### config.mk
export PLATFORM = sky130hd
export DESIGN_NAME = wb_stage_pipe
export DESIGN_NICKNAME = d
export VERILOG_FILES = /design/src/rtl/wb_stage_pkg.sv /design/src/rtl/wb_stage_tmo.sv /design/src/rtl/wb_stage_pipe.sv
export SDC_FILE = /design/constraint.sdc
export NUM_CORES = 1
export LEC_CHECK = 0
export ABC_AREA = 0
export BUFFER_PORTS_ARGS = -buffer_cell sky130_fd_sc_hd__buf_2
export CAP_MARGIN = 0
export CORE_UTILIZATION = 38
export DETAILED_ROUTE_END_ITERATION = 6
export GPL_TIMING_DRIVEN = 1
export PLACE_DENSITY_LB_ADDON = 0.3
export SLEW_MARGIN = 20
export SYNTH_ARGS = -nofsm -noshare
export SYNTH_HDL_FRONTEND = slang
export SYNTH_SLANG_ARGS = --single-unit
### constraint.sdc
create_clock -name clk_i -period 2.7 [get_ports clk_i]
set_clock_uncertainty 0.1 [all_clocks]
set_input_delay 0.27 -clock clk_i [delete_from_list [all_inputs] [get_ports clk_i]]
set_output_delay 0.27 -clock clk_i [all_outputs]
set_load 0.03 [all_outputs]
### src/rtl/wb_stage_pkg.sv
// Shared definitions for the Wishbone stage pipe: FSM state encoding,
// default parameter values and the response-resolution helper.
package wb_stage_pkg;

  localparam int DEF_DW  = 32;
  localparam int DEF_AW  = 32;
  localparam int DEF_TW  = 4;
  localparam int DEF_TOW = 8;

  typedef enum logic [1:0] {
    ST_IDLE = 2'd0,
    ST_BUSY = 2'd1,
    ST_RESP = 2'd2
  } wb_state_e;

  // A slave reporting ack and err together is treated as an error.
  function automatic logic resolve_ack(input logic ack, input logic err);
    return ack & ~err;
  endfunction

endpackage

### src/rtl/wb_stage_tmo.sv
// Ack-wait timer: cleared by load, counts while enabled (saturating), and
// flags expiry in the cycle where the count reaches limit-1.
module wb_stage_tmo
  import wb_stage_pkg::*;
#(
  parameter int TOW = DEF_TOW
) (
  input  logic           clk_i,
  input  logic           rst_i,
  input  logic           i_load,
  input  logic           i_enable,
  input  logic [TOW-1:0] i_limit,
  output logic           o_expire
);

  logic [TOW-1:0] r_count;
  logic           w_at_limit;

  // NOTE: sequential state uses non-blocking assignments so every flop
  // samples the pre-edge values regardless of block ordering.
  always_ff @(posedge clk_i) begin
    if (rst_i || i_load) begin
      r_count <= '0;
    end else if (i_enable && (r_count != '1)) begin
      r_count <= r_count + TOW'(1);
    end
  end

  // A zero limit disables expiry entirely.
  assign w_at_limit = (i_limit != '0) && (r_count == (i_limit - TOW'(1)));
  assign o_expire   = i_enable && w_at_limit;

endmodule

### src/rtl/wb_stage_pipe.sv
// Single-outstanding Wishbone pipeline stage: registers a tid-matched request
// toward the slave, returns the registered response, with abort and timeout.
module wb_stage_pipe
  import wb_stage_pkg::*;
#(
  parameter int DW  = DEF_DW,
  parameter int AW  = DEF_AW,
  parameter int TW  = DEF_TW,
  parameter int TOW = DEF_TOW
) (
  input  logic            clk_i,
  input  logic            rst_i,
  input  logic [TW-1:0]   cfg_slave_id,
  input  logic            cfg_bypass,
  input  logic [TOW-1:0]  cfg_timeout,
  input  logic [DW-1:0]   m_wbd_dat_i,
  input  logic [AW-1:0]   m_wbd_adr_i,
  input  logic [DW/8-1:0] m_wbd_sel_i,
  input  logic            m_wbd_we_i,
  input  logic            m_wbd_cyc_i,
  input  logic            m_wbd_stb_i,
  input  logic [TW-1:0]   m_wbd_tid_i,
  output logic [DW-1:0]   m_wbd_dat_o,
  output logic            m_wbd_ack_o,
  output logic            m_wbd_err_o,
  input  logic [DW-1:0]   s_wbd_dat_i,
  input  logic            s_wbd_ack_i,
  input  logic            s_wbd_err_i,
  output logic [DW-1:0]   s_wbd_dat_o,
  output logic [AW-1:0]   s_wbd_adr_o,
  output logic [DW/8-1:0] s_wbd_sel_o,
  output logic            s_wbd_we_o,
  output logic            s_wbd_cyc_o,
  output logic            s_wbd_stb_o,
  output logic [TW-1:0]   s_wbd_tid_o,
  output logic            timeout_o,
  input  logic            timeout_clr_i
);

  typedef struct packed {
    logic [DW-1:0]   dat;
    logic [AW-1:0]   adr;
    logic [DW/8-1:0] sel;
    logic            we;
    logic            cyc;
    logic            stb;
    logic [TW-1:0]   tid;
  } stage_req_t;

  wb_state_e  r_state;
  stage_req_t r_s_req;
  logic [DW-1:0] r_m_dat;
  logic          r_m_ack;
  logic          r_m_err;
  logic          r_timeout;

  logic w_tid_match;
  logic w_start;
  logic w_s_resp;
  logic w_tmo_load;
  logic w_tmo_en;
  logic w_expire;
  logic w_tmo_set;

  assign w_tid_match = (m_wbd_tid_i == cfg_slave_id);
  assign w_start     = m_wbd_stb_i && m_wbd_cyc_i && w_tid_match;
  assign w_s_resp    = s_wbd_ack_i || s_wbd_err_i;

  // The timer is frozen while bypassed and restarts from zero on BUSY entry.
  assign w_tmo_load = !cfg_bypass && (r_state == ST_IDLE) && w_start;
  assign w_tmo_en   = !cfg_bypass && (r_state == ST_BUSY);

  wb_stage_tmo #(
    .TOW (TOW)
  ) u_tmo (
    .clk_i    (clk_i),
    .rst_i    (rst_i),
    .i_load   (w_tmo_load),
    .i_enable (w_tmo_en),
    .i_limit  (cfg_timeout),
    .o_expire (w_expire)
  );

  // Timeout fires only if the master is still in the cycle and the slave is silent.
  assign w_tmo_set = w_tmo_en && m_wbd_cyc_i && !w_s_resp && w_expire;

  always_ff @(posedge clk_i) begin
    if (rst_i) begin
      r_state <= ST_IDLE;
      r_s_req <= '0;
      r_m_dat <= '0;
      r_m_ack <= 1'b0;
      r_m_err <= 1'b0;
    end else if (cfg_bypass) begin
      r_state <= ST_IDLE;
      r_s_req <= '0;
      r_m_ack <= 1'b0;
      r_m_err <= 1'b0;
    end else begin
      r_m_ack <= 1'b0;
      r_m_err <= 1'b0;
      unique case (r_state)
        ST_IDLE: begin
          if (w_start) begin
            r_s_req.dat <= m_wbd_dat_i;
            r_s_req.adr <= m_wbd_adr_i;
            r_s_req.sel <= m_wbd_sel_i;
            r_s_req.we  <= m_wbd_we_i;
            r_s_req.tid <= m_wbd_tid_i;
            r_s_req.cyc <= 1'b1;
            r_s_req.stb <= 1'b1;
            r_state     <= ST_BUSY;
          end
        end
        ST_BUSY: begin
          // Abort outranks any slave response arriving in the same cycle.
          if (!m_wbd_cyc_i) begin
            r_s_req <= '0;
            r_state <= ST_IDLE;
          end else if (w_s_resp) begin
            r_m_dat <= s_wbd_dat_i;
            r_m_ack <= resolve_ack(s_wbd_ack_i, s_wbd_err_i);
            r_m_err <= s_wbd_err_i;
            r_s_req <= '0;
            r_state <= ST_RESP;
          end else if (w_expire) begin
            r_m_dat <= '0;
            r_m_err <= 1'b1;
            r_s_req <= '0;
            r_state <= ST_RESP;
          end
        end
        ST_RESP: r_state <= ST_IDLE;
        default: r_state <= ST_IDLE;
      endcase
    end
  end

  // Sticky flag: a set in the same cycle as a clear takes priority.
  always_ff @(posedge clk_i) begin
    if (rst_i) begin
      r_timeout <= 1'b0;
    end else if (w_tmo_set) begin
      r_timeout <= 1'b1;
    end else if (timeout_clr_i) begin
      r_timeout <= 1'b0;
    end
  end

  assign timeout_o = r_timeout;

  assign s_wbd_dat_o = cfg_bypass ? m_wbd_dat_i : r_s_req.dat;
  assign s_wbd_adr_o = cfg_bypass ? m_wbd_adr_i : r_s_req.adr;
  assign s_wbd_sel_o = cfg_bypass ? m_wbd_sel_i : r_s_req.sel;
  assign s_wbd_we_o  = cfg_bypass ? m_wbd_we_i  : r_s_req.we;
  assign s_wbd_tid_o = cfg_bypass ? m_wbd_tid_i : r_s_req.tid;
  assign s_wbd_cyc_o = cfg_bypass ? (m_wbd_cyc_i && w_tid_match) : r_s_req.cyc;
  assign s_wbd_stb_o = cfg_bypass ? (m_wbd_stb_i && w_tid_match) : r_s_req.stb;

  assign m_wbd_dat_o = cfg_bypass ? s_wbd_dat_i : r_m_dat;
  assign m_wbd_ack_o = cfg_bypass ? (w_tid_match && resolve_ack(s_wbd_ack_i, s_wbd_err_i))
                                  : r_m_ack;
  assign m_wbd_err_o = cfg_bypass ? (w_tid_match && s_wbd_err_i) : r_m_err;

endmodule

## Word level (Yosys, flattened, before mapping)

Index checks and enable logic that the tools add are counted.

- Output and inout bits: 110
- Flip-flop bits (word level): 120
- RAM bits: 0
- Memories kept: 0
- Memory bits (read-only): 0
- Latch bits: 0

- Add/sub/neg operators: 2
- Div/mod/pow operators: 0
- $lt $le $gt $ge: 0
- Multiplexer cells: 26
- Equal/unequal tests: 6
- Bitwise operators: 6
- Shift operators: 0
- $mul: 0
- Reductions and logical operators: 30

Operators with widths:

| cell | count |
|---|---|
| $mux 75 | 4 |
| $mux 32 | 5 |
| $pmux 75 s2 | 1 |
| $logic_and 1x1->1 | 15 |
| $mux 1 | 9 |
| $add 8x1->8 const B | 1 |
| $eq 8x8->1 | 1 |
| $mux 2 | 4 |
| $mux 4 | 2 |
| $ne 8x8->1 const B | 1 |
| $reduce_bool 8->1 | 1 |
| $sub 8x1->8 const B | 1 |
| $reduce_bool 2->1 | 3 |
| $not 1->1 | 5 |
| $reduce_or 5->1 | 1 |
| $eq 4x4->1 | 1 |
| $ne 4x4->1 const B | 1 |
| $pmux 2 s2 | 1 |
| $reduce_and 4->1 | 1 |
| $reduce_or 4->1 | 1 |
| $reduce_and 3->1 | 1 |
| $eq 2x1->1 const B | 1 |
| $logic_not 1->1 | 2 |
| $logic_not 2->1 | 1 |
| 5 further kinds | 6 |

## Longest topological paths before layout

Gate-level depths: netlist of run 1.

- Word-level depth: 8
- Gate-level depth with buffers: 9
- Gate-level depth less buffers: 8

## Modules after synthesis

Synthesis of run 1 repeated with hierarchy kept, for this count alone.

- Cells, all modules: 782
- Area, all modules: 7064.3 sq um

Modules (own cells, without submodules):

| module | sequential area each (sq um) | cells an instance | area an instance (sq um) | instances |
|---|---|---|---|---|
| wb_stage_pipe | 2222.1 | 705 | 6423.7 | 1 |
| wb_stage_tmo | 160.2 | 77 | 640.6 | 1 |

## Worst setup path before layout of run 1

No wires, ideal clock.

- Path type: register to register
- From: register u_tmo.r_count[5]
- To: register r_s_req[10] (netlist bit)
- Data required time: 2.483 ns
- Period minus slack after synthesis: 2.262 ns
- Stages on the path, launching flop included: 9
- Arrival: 2.045 ns
- Buffers on the path: 2
- Path slack: 0.438 ns
- Cell sequence: dfxtp_1 -> buf_2 -> or2_2 -> a221oi_1 -> nor4_2 -> o41ai_2 -> o22ai_2 -> buf_6 -> a22o_1

- Cells in the longest elaborated chain, start to end: 5

Ends and longest elaborated chain:

| item | line | RTL |
|---|---|---|
| start, declared | wb_stage_tmo.sv:16 | `logic [TOW-1:0] r_count;` |
| start signal, assigned | wb_stage_tmo.sv:25 | `r_count <= r_count + TOW'(1);` |
| $eq 8x8->1 | wb_stage_tmo.sv:30 | `assign w_at_limit = (i_limit != '0) && (r_count == (i_limit - TOW'(1)));` |
| $logic_and 1x1->1 | wb_stage_tmo.sv:30 |  |
| $logic_and 1x1->1 | wb_stage_tmo.sv:31 | `assign o_expire = i_enable && w_at_limit;` |
| $ne 4x4->1 (no source line) | -- |  |
| $reduce_and 3->1 (no source line) | -- |  |
| end, declared | wb_stage_pipe.sv:51 | `stage_req_t r_s_req;` |

No other way between the ends.
A chain may end at the register's enable or synchronous reset.

## Final worst setup path of run 1

- From: input m_wbd_tid_i[3]
- To: output m_wbd_ack_o

- Cells in the longest elaborated chain, start to end: 3

Ends and longest elaborated chain:

| item | line | RTL |
|---|---|---|
| start, declared | wb_stage_pipe.sv:22 | `input logic [TW-1:0] m_wbd_tid_i,` |
| $eq 4x4->1 | wb_stage_pipe.sv:65 | `assign w_tid_match = (m_wbd_tid_i == cfg_slave_id);` |
| $logic_and 1x1->1 | wb_stage_pipe.sv:161 | `assign m_wbd_ack_o = cfg_bypass ? (w_tid_match && resolve_ack(s_wbd_ack_i, s_wbd_err_i))` |
| $mux 1 | wb_stage_pipe.sv:161 |  |
| end, declared | wb_stage_pipe.sv:24 | `output logic m_wbd_ack_o,` |

No other way between the ends.

==> results of run 1 <==
-- layer usage --
layer / vias to the layer above / share of wire / track usage
met5: - / 0 / 0
met4: 0 / 0.022 / 0.0937
met3: 27 / 0.071 / 0.0590
li1: 2944 / - / -
met2: 217 / 0.47 / 0.337
met1: 2841 / 0.43 / 0.262
-- Yosys cell counts, types with 2 or more instances --
cell type	instances
a21o_1	2
a21oi_1	14
a22o_1	64
a311oi_1	2
a311oi_2	10
a31oi_1	33
and4_1	2
buf_1	2
buf_2	4
buf_6	7
clkbuf_1	46
dfxtp_1	119
ha_1	2
inv_1	9
mux2_2	105
mux2i_1	3
nand2_1	20
nand3_1	39
nand3b_1	2
nand4_1	2
nor2_1	21
nor2b_1	2
nor3_1	4
nor3b_1	2
nor4_1	4
nor4b_1	33
o21ai_0	33
or3_4	2
xnor2_1	7
xor2_1	11
-- state kept, by name, summed over array words and instances, names as in the netlist --
| signal | count |
|---|---|
| r_m_ack | 1 |
| r_state | 2 |
| r_m_err | 1 |
| u_tmo.r_count | 8 |
| r_s_req | 74 |
| timeout_o | 1 |
| r_m_dat | 32 |
-- power breakdown --
| part | leakage, nW | total [mW] | internal [mW] | switching, mW |
|---|---|---|---|---|
| sequential | 0.958 | 1.76 | 1.76 | 0.00276 |
| combinational | 2.53 | 0.751 | 0.315 | 0.437 |
| clock | 0.310 | 2.45 | 1.50 | 0.950 |
-- stage by stage --
stage          hold WS, ns  power, mW
3_3_place_gp         0.357       2.47
3_5_place_dp         0.359       2.47
4_1_cts             0.0412       5.00
2_1_floorplan        0.247       2.23
5_1_grt             0.0648       5.14
6_report            0.0654       4.96
-- worst max-delay path by stage --
stage / end / slack (ns) / cells past startpoint
floorplan: r_s_req[10] / 0.44 / 8
global route: m_wbd_ack_o / 0.05 / 8
CTS: m_wbd_ack_o / 0.14 / 8
detailed placement: r_s_req[23] / 0.15 / 8
finish: m_wbd_ack_o / 0.13 / 8
global placement: r_s_req[63] / 0.19 / 8
-- layout make-up --
cell class | count | area (sq um)
Fill cell | 1351 | 7050
Multi-Input combinational cell | 437 | 3560
Sequential cell | 119 | 2380
Timing Repair Buffer | 316 | 2020
Clock buffer | 17 | 425
Tap cell | 216 | 270
Clock inverter | 15 | 203
Inverter | 9 | 33.8
-- worst min-delay path, delay by kind of cell --
family                 cells  cell delay, ns
AND/OR/NAND/NOR            1            0.06
buffers and inverters      2            0.21
-- cells by family after synthesis --
kind of cell	after synthesis	synth area share
mux	108	0.195
simple gates	141	0.138
fa+ha+maj	2	0.00402
xor+xnor	18	0.0253
flops	119	0.383
buf+inv	68	0.0502
compound gates	168	0.205
==> flow_summary.yaml, run 1 <==
status:
  status: "completed"
min_path:
  hp-start: "s_wbd_ack_i"
  hold_class: "in -> reg"
  min_to: "r_m_ack"
  worstHoldPathCells: 3
worst_setup_path:
  worstPathMaxFanout: 4
  arrival_ns: 2.20
  cpPeakStageDelay_ns: 0.55
  required_ns: 2.33
  end_kind: "output pin"
  worstRegToRegCells: 7
  path_cells: "dlygate4sd3_1 -> buf_2 -> xor2_1 -> nor4_1 -> buf_4 -> and2_1 -> a32o_1 -> buf_2"
  critPathTopFamily: "buffers and inverters"
  cp-start-kind: "primary input"
  rrSetupSlack_ns: 0.23
  critPathKind: "in -> out"
  r2r_end: "r_s_req[20]"
  reg2reg_from: "u_tmo.r_count[5]"
  cp_num_buf_inv: 4
  cpMaxStageDelayCell: "dlygate4sd3_1"
  crit_path_start: "m_wbd_tid_i[3]"
  crit_path_frequent_cell: "buf_2"
cells_and_area:
  layout_commonest_cell: "buf_2"
  fin_area_sq_um: 8890
  final_util: 0.558
  final_cell_mix: "233 x buf_2, 119 x dfxtp_1, 105 x mux2_2, 64 x a22o_1, 63 x dlygate4sd3_1"
  drive_gt1_frac: 0.451
  final_cells: 1129
  final_nets: 1027
  syn2layout_area_growth_pct: 42.8
  diodes: 0
cts:
  clk_pin_slew_ns: 0.06
  clock_path_buffers: 2
  cts_hold_buf: 63
  htreeDepth: 4
  root_buffer: "clkbuf_16"
  insertion_delay_ns: 0.41
  cts_tree: "done"
  post_cts_buffers: 0
  cts_buffers: 17
  cts_sinks: 119
  cts_resized: 0
global_routing:
  grt_max_degree: 66
  grt-ovfl-total: 0
  antenna_found_initial: 0
  grtUsageTotal: 0.210
  grt_pass1_vias: 5573
  grt_pass1_wl_mm: 28.0
die:
  die_w_um: 130
  die-area_sq_um: 16900
  rows: 46
  pin_count: 235
  die_y_um: 130
  start_util: 0.391
  fp.coreArea_sq_um: 15900
pwr:
  irDropWorstVdd_mv: 0.427
  p_leak_nw: 3.80
  powerDensity_nw_per_um2: 558
synthesis:
  yosysTopAreaCell: "dfxtp_1"
  avgSynthCellArea_sq_um: 9.98
  syn_inst: 624
  synth_cell_types: 48
  ys_seq_elements: 119
  yosysWarnings: 0
  async_reset_ff_frac: 0
  yosysSeqAreaShare: 0.383
  syn_nets: 751
  syn-cell-area_sq_um: 6230
  synthFlopType: "dfxtp_1"
  yosys.area.top_type_share: 0.383
  synth_edf_count: 0
  ys_top_cells_by_area: "dfxtp_1 38%, mux2_2 19%, a22o_1 9.0%"
timing:
  hold_violations: 0
  slew_headroom: 0.556
  setup-tns-final_ns: 0
  min_period_ns: 2.57
  fmax_mhz: 390
  timing.final.crit_share: 0.951
  rsz0062_at_grt: "false"
  finalWorstSetupSlack_ns: 0.133
  drv_slew: 0
  setup-violations-final: 0
  tightest_slew_ns: 0.666
route:
  ant_nets: 0
  routed_via_density: 5.34
  vias: 6029
  first_pass_iters: 5
  drc_errors: 0
  totalWireLength_mm: 18.3
  wl_per_cell_um: 16.2
  drt_iter0_markers: 299
placed_design:
  place_ws_ns: 0.155
  port_buffers: 234
  placed_cell_area_sq_um: 7630
  place_hpwl_mm: 11.2
  gp_congestion: 0.811
  dp.cells: 1034
flow_run:
  cap_violations: 0
No activity file was read; power rests on OpenSTA's default activity.
==> run 2: changes to the inputs <==
--- a/config.mk
+++ b/config.mk
@@ -12,6 +12,8 @@
 export DETAILED_ROUTE_END_ITERATION = 6
 export GPL_TIMING_DRIVEN = 1
 export PLACE_DENSITY_LB_ADDON = 0.3
+export RECOVER_POWER = 100
+export REMOVE_ABC_BUFFERS = 1
 export SLEW_MARGIN = 20
 export SYNTH_ARGS = -nofsm -noshare
 export SYNTH_HDL_FRONTEND = slang
==> run 2 against run 1 <==
Compared with the run above:
- sequential share of layout area increased by 0.83 points
- clock power decreased by 2%
- final cell count decreased by 0.35%
- non-clock buffer count shrank 4
- core utilization fell by 1.7 points
- critical path type is now reg -> reg
==> flow_summary.yaml, run 2 (synthesized netlist as in run 1, its figures left out) <==
status:
  status: "completed"
worst_setup_path:
  cp_num_buf_inv: 1
  arrival_ns: 2.70
  cpPeakStageDelay_ns: 0.49
  reg2reg_from: "u_tmo.r_count[5]"
  end_kind: "flip-flop"
  critPathTopFamily: "compound AO/OA/AOI/OAI gates"
  r2r_end: "r_s_req[34]"
  path_cells: "or2_2 -> a221oi_1 -> nor4_1 -> o41ai_2 -> o22ai_4 -> buf_6 -> a22o_1"
  cp-start-kind: "flip-flop"
  critPathKind: "reg -> reg"
  required_ns: 2.89
  cpMaxStageDelayCell: "o41ai_2"
  worstRegToRegCells: 7
  rrSetupSlack_ns: 0.20
  worstPathMaxFanout: 62
route:
  drc_errors: 0
  first_pass_iters: 5
  drt_iter0_markers: 396
  wl_per_cell_um: 16.0
  totalWireLength_mm: 18.0
  ant_nets: 0
  vias: 6001
  routed_via_density: 5.33
global_routing:
  grt-ovfl-total: 0
  grtUsageTotal: 0.207
  antenna_found_initial: 0
  grt_pass1_wl_mm: 27.7
  grt_pass1_vias: 5481
  grt_max_degree: 66
timing:
  finalWorstSetupSlack_ns: 0.195
  slew_headroom: 0.417
  drv_slew: 0
  rsz0062_at_grt: "false"
  tightest_slew_ns: 0.875
  timing.final.crit_share: 0.928
  hold_violations: 0
  setup-violations-final: 0
  min_period_ns: 2.50
  fmax_mhz: 399
cells_and_area:
  layout_commonest_cell: "buf_2"
  final_cells: 1125
  regMostFlops: "r_s_req"
  drive_gt1_frac: 0.331
  reg.largest.list: "r_s_req x74, r_m_dat x32, u_tmo.r_count x8"
  final_cell_mix: "128 x buf_2, 119 x dfxtp_1, 103 x mux2_2, 95 x clkbuf_1, 64 x a22o_1"
  largest_reg_flops: 74
  diodes: 0
  syn2layout_area_growth_pct: 38.6
  final_nets: 1023
  final_util: 0.541
cts:
  cts_tree: "done"
  clock_path_buffers: 2
  cts_resized: 0
  htreeDepth: 4
  cts_sinks: 119
  post_cts_buffers: 0
  cts_buffers: 17
  root_buffer: "clkbuf_16"
  insertion_delay_ns: 0.40
  cts_hold_buf: 62
  clk_pin_slew_ns: 0.06
die:
  pin_count: 235
  die_y_um: 130
  start_util: 0.391
  die_w_um: 130
  fp.coreArea_sq_um: 15900
  rows: 46
  die-area_sq_um: 16900
pwr:
  irDropWorstVdd_mv: 0.441
  powerDensity_nw_per_um2: 565
  p_total_mw: 4.87
  p_leak_nw: 3.40
placed_design:
  port_buffers: 234
  place_ws_ns: 0.0866
  gp_congestion: 0.771
  place_hpwl_mm: 10.8
  dp.cells: 1031
min_path:
  worstHoldPathCells: 2
  min_to: "r_s_req[3]"
  hold_class: "in -> reg"
  hp-start: "m_wbd_tid_i[3]"
flow_run:
  cap_violations: 0
==> run 2: final cells by class <==
cell class	count	area, sq um
clock buffers	18	439
clock inverters	14	185
fillers	1440	7320
inverters	9	33.8
multi-input cells	437	3480
flip-flops and latches	119	2380
well taps	216	270
repair buffers	312	1830
==> run 2: how the worst max path moves through the flow <==
| stage | from | end | slack, ns | depth (start not counted) |
|---|---|---|---|---|
| floorplan | rst_i | r_s_req[10] | -2.98 | 4 |
| global placement | cfg_timeout[0] | r_s_req[51] | 0.15 | 8 |
| detailed placement | cfg_timeout[0] | r_s_req[17] | 0.09 | 8 |
| CTS | u_tmo.r_count[5] | r_s_req[65] | 0.19 | 7 |
| global route | u_tmo.r_count[5] | r_s_req[22] | 0.03 | 7 |
| finish | u_tmo.r_count[5] | r_s_req[34] | 0.20 | 7 |
==> run 2: layer usage <==
metal	track usage	share of wire	vias up
li1	-	-	2928
met1	0.267	0.45	2826
met2	0.335	0.46	230
met3	0.0640	0.078	17
met4	0.0513	0.0099	0
met5	0	0	-
==> run 2: worst register-to-register path: cells and delay by family (launching register included) <==
family | cells | cell delay (ns)
compound gates | 4 | 1.22
buf+inv | 1 | 0.25
flops | 1 | 0.38
simple gates | 2 | 0.46
==> run 2: stage by stage <==
step / TNS, ns / hold slack, ns / instance area, sq um
after global placement: 0 / 0.356 / 7600
after detailed placement: 0 / 0.353 / 7600
after global routing: 0 / 0.0302 / 8630
final: 0 / 0.0357 / 8630
after CTS: 0 / 0.0183 / 8840
after floorplan: -192.42 / 0.247 / 5950
==> run 2: report_power, final <==
group / switching (mW) / total (mW) / internal [mW]
clock: 0.884 / 2.39 / 1.50
sequential: 0.00284 / 1.76 / 1.76
combinational: 0.435 / 0.722 / 0.287
total: 1.32 / 4.87 / 3.55
==> run 3: changes to the inputs <==
--- a/config.mk
+++ b/config.mk
@@ -5,13 +5,13 @@
 export SDC_FILE = /design/constraint.sdc
 export NUM_CORES = 1
 export LEC_CHECK = 0
-export ABC_AREA = 0
 export BUFFER_PORTS_ARGS = -buffer_cell sky130_fd_sc_hd__buf_2
 export CAP_MARGIN = 0
+export CORE_MARGIN = 1
 export CORE_UTILIZATION = 38
 export DETAILED_ROUTE_END_ITERATION = 6
 export GPL_TIMING_DRIVEN = 1
-export PLACE_DENSITY_LB_ADDON = 0.3
+export PLACE_DENSITY = 0.75
 export RECOVER_POWER = 100
 export REMOVE_ABC_BUFFERS = 1
 export SLEW_MARGIN = 20
==> run 3 against run 2 <==
Compared with the run above:
- worst hold slack worse by 0.0094 ns
- sequential power hardly changed
- core utilization is 0.27 points lower
- non-clock buffer count is 2 lower
- clock power hardly changed
- die area stayed put
==> flow_summary.yaml, run 3 (synthesized netlist as in run 1, its figures left out) <==
status:
  status: "completed"
worst_setup_path:
  end_kind: "flip-flop"
  critPathKind: "reg -> reg"
  arrival_ns: 2.72
  cp-start-kind: "flip-flop"
  required_ns: 2.89
  worstPathMaxFanout: 62
timing:
  slew_headroom: 0.238
  timing.final.crit_share: 0.938
  drv_slew: 0
  min_period_ns: 2.53
  hold_violations: 0
  rsz0062_at_grt: "false"
  fmax_mhz: 395
  setup-violations-final: 0
  tightest_slew_ns: 1.14
  setup-tns-final_ns: 0
cells_and_area:
  final_cells: 1124
  reg.largest.list: "r_s_req x74, r_m_dat x32, u_tmo.r_count x8"
  regMostFlops: "r_s_req"
  layout_commonest_cell: "buf_2"
  final_util: 0.538
  final_cell_mix: "130 x buf_2, 119 x dfxtp_1, 104 x clkbuf_1, 102 x mux2_2, 64 x a22o_1"
  final_nets: 1021
  fin_area_sq_um: 8580
  largest_reg_flops: 74
  syn2layout_area_growth_pct: 37.9
  drive_gt1_frac: 0.322
route:
  totalWireLength_mm: 19.1
  routed_via_density: 5.43
  drt_iter0_markers: 328
  vias: 6107
  wl_per_cell_um: 17.0
  drc_errors: 0
  first_pass_iters: 5
  ant_nets: 0
die:
  die_w_um: 130
  rows: 46
  pin_count: 235
  start_util: 0.391
  die_y_um: 130
  die-area_sq_um: 16900
  fp.coreArea_sq_um: 15900
placed_design:
  dp.cells: 1031
  port_buffers: 234
  gp_congestion: 0.792
  placed_cell_area_sq_um: 7570
  place_hpwl_mm: 11.3
pwr:
  irDropWorstVdd_mv: 0.412
  p_leak_nw: 3.36
  powerDensity_nw_per_um2: 568
cts:
  clock_path_buffers: 2
  cts_sinks: 119
  cts_tree: "done"
  cts_buffers: 17
  clk_pin_slew_ns: 0.06
  post_cts_buffers: 0
  insertion_delay_ns: 0.41
  root_buffer: "clkbuf_16"
  htreeDepth: 4
min_path:
  hold_class: "in -> reg"
global_routing:
  grt_max_degree: 81
  grtUsageTotal: 0.217
  grt_pass1_wl_mm: 28.6
  antenna_found_initial: 2
  grt_pass1_vias: 5716
  grt-ovfl-total: 0
flow_run:
  cap_violations: 0
-- run 3: final cells by class --
type / count / area (sq um)
multi-input combinational: 437 / 3500
timing repair buffer: 310 / 1780
sequential: 119 / 2380
clock inverter: 15 / 194
inverter: 9 / 33.8
tap: 216 / 270
clock buffer: 17 / 425
fill: 1441 / 7360
antenna: 1 / 2.50
-- run 3: layer usage --
metal	wire length (um)	vias to the layer above	GRT usage
met3	1440	37	0.0664
met5	0	-	0
li1	-	2936	-
met4	427	0	0.0814
met1	8220	2888	0.257
met2	9040	246	0.367
-- run 3: per-stage QoR --
| step | setup slack (ns) | total power, mW | hold slack (ns) |
|---|---|---|---|
| after CTS | 0.231 | 4.94 | 0.0126 |
| after global routing | 0.0440 | 5.05 | 0.0218 |
| after detailed placement | 0.103 | 2.47 | 0.357 |
| after floorplan | -2.98 | 2.18 | 0.247 |
| final | 0.167 | 4.87 | 0.0263 |
| after global placement | 0.155 | 2.46 | 0.354 |
-- run 3: worst max-delay path, stage by stage (launching register included) --
cell,delay [ns]
dfxtp_1,0.37
or2_2,0.31
a221oi_1,0.32
nor4_2,0.13
o41ai_2,0.49
o22ai_4,0.12
buf_8,0.23
a22o_1,0.29
-- run 3: worst paths after layout --
kind | endpoint | startpoint | cells past startpoint | slack, ns
worst min register to register | r_s_req[25] | r_s_req[25] | 1 | 0.38
worst min-delay path | r_s_req[3] | m_wbd_tid_i[3] | 2 | 0.03
worst max register to register | r_s_req[16] | u_tmo.r_count[5] | 7 | 0.17
worst max-delay path | r_s_req[16] | u_tmo.r_count[5] | 7 | 0.17
-- run 3: timing repair --
action | in CTS | in global routing
hold buffers | 60 | 0
hold endpoints to repair | 60 | 0
resized for setup | 0 | 0
endpoints found under the setup margin | 0 | 0
-- run 3: where the power goes --
part / internal [mW] / switching [mW] / leakage (nW)
Combinational: 0.283 / 0.441 / 2.10
Clock: 1.48 / 0.911 / 0.298
Sequential: 1.76 / 0.00302 / 0.958
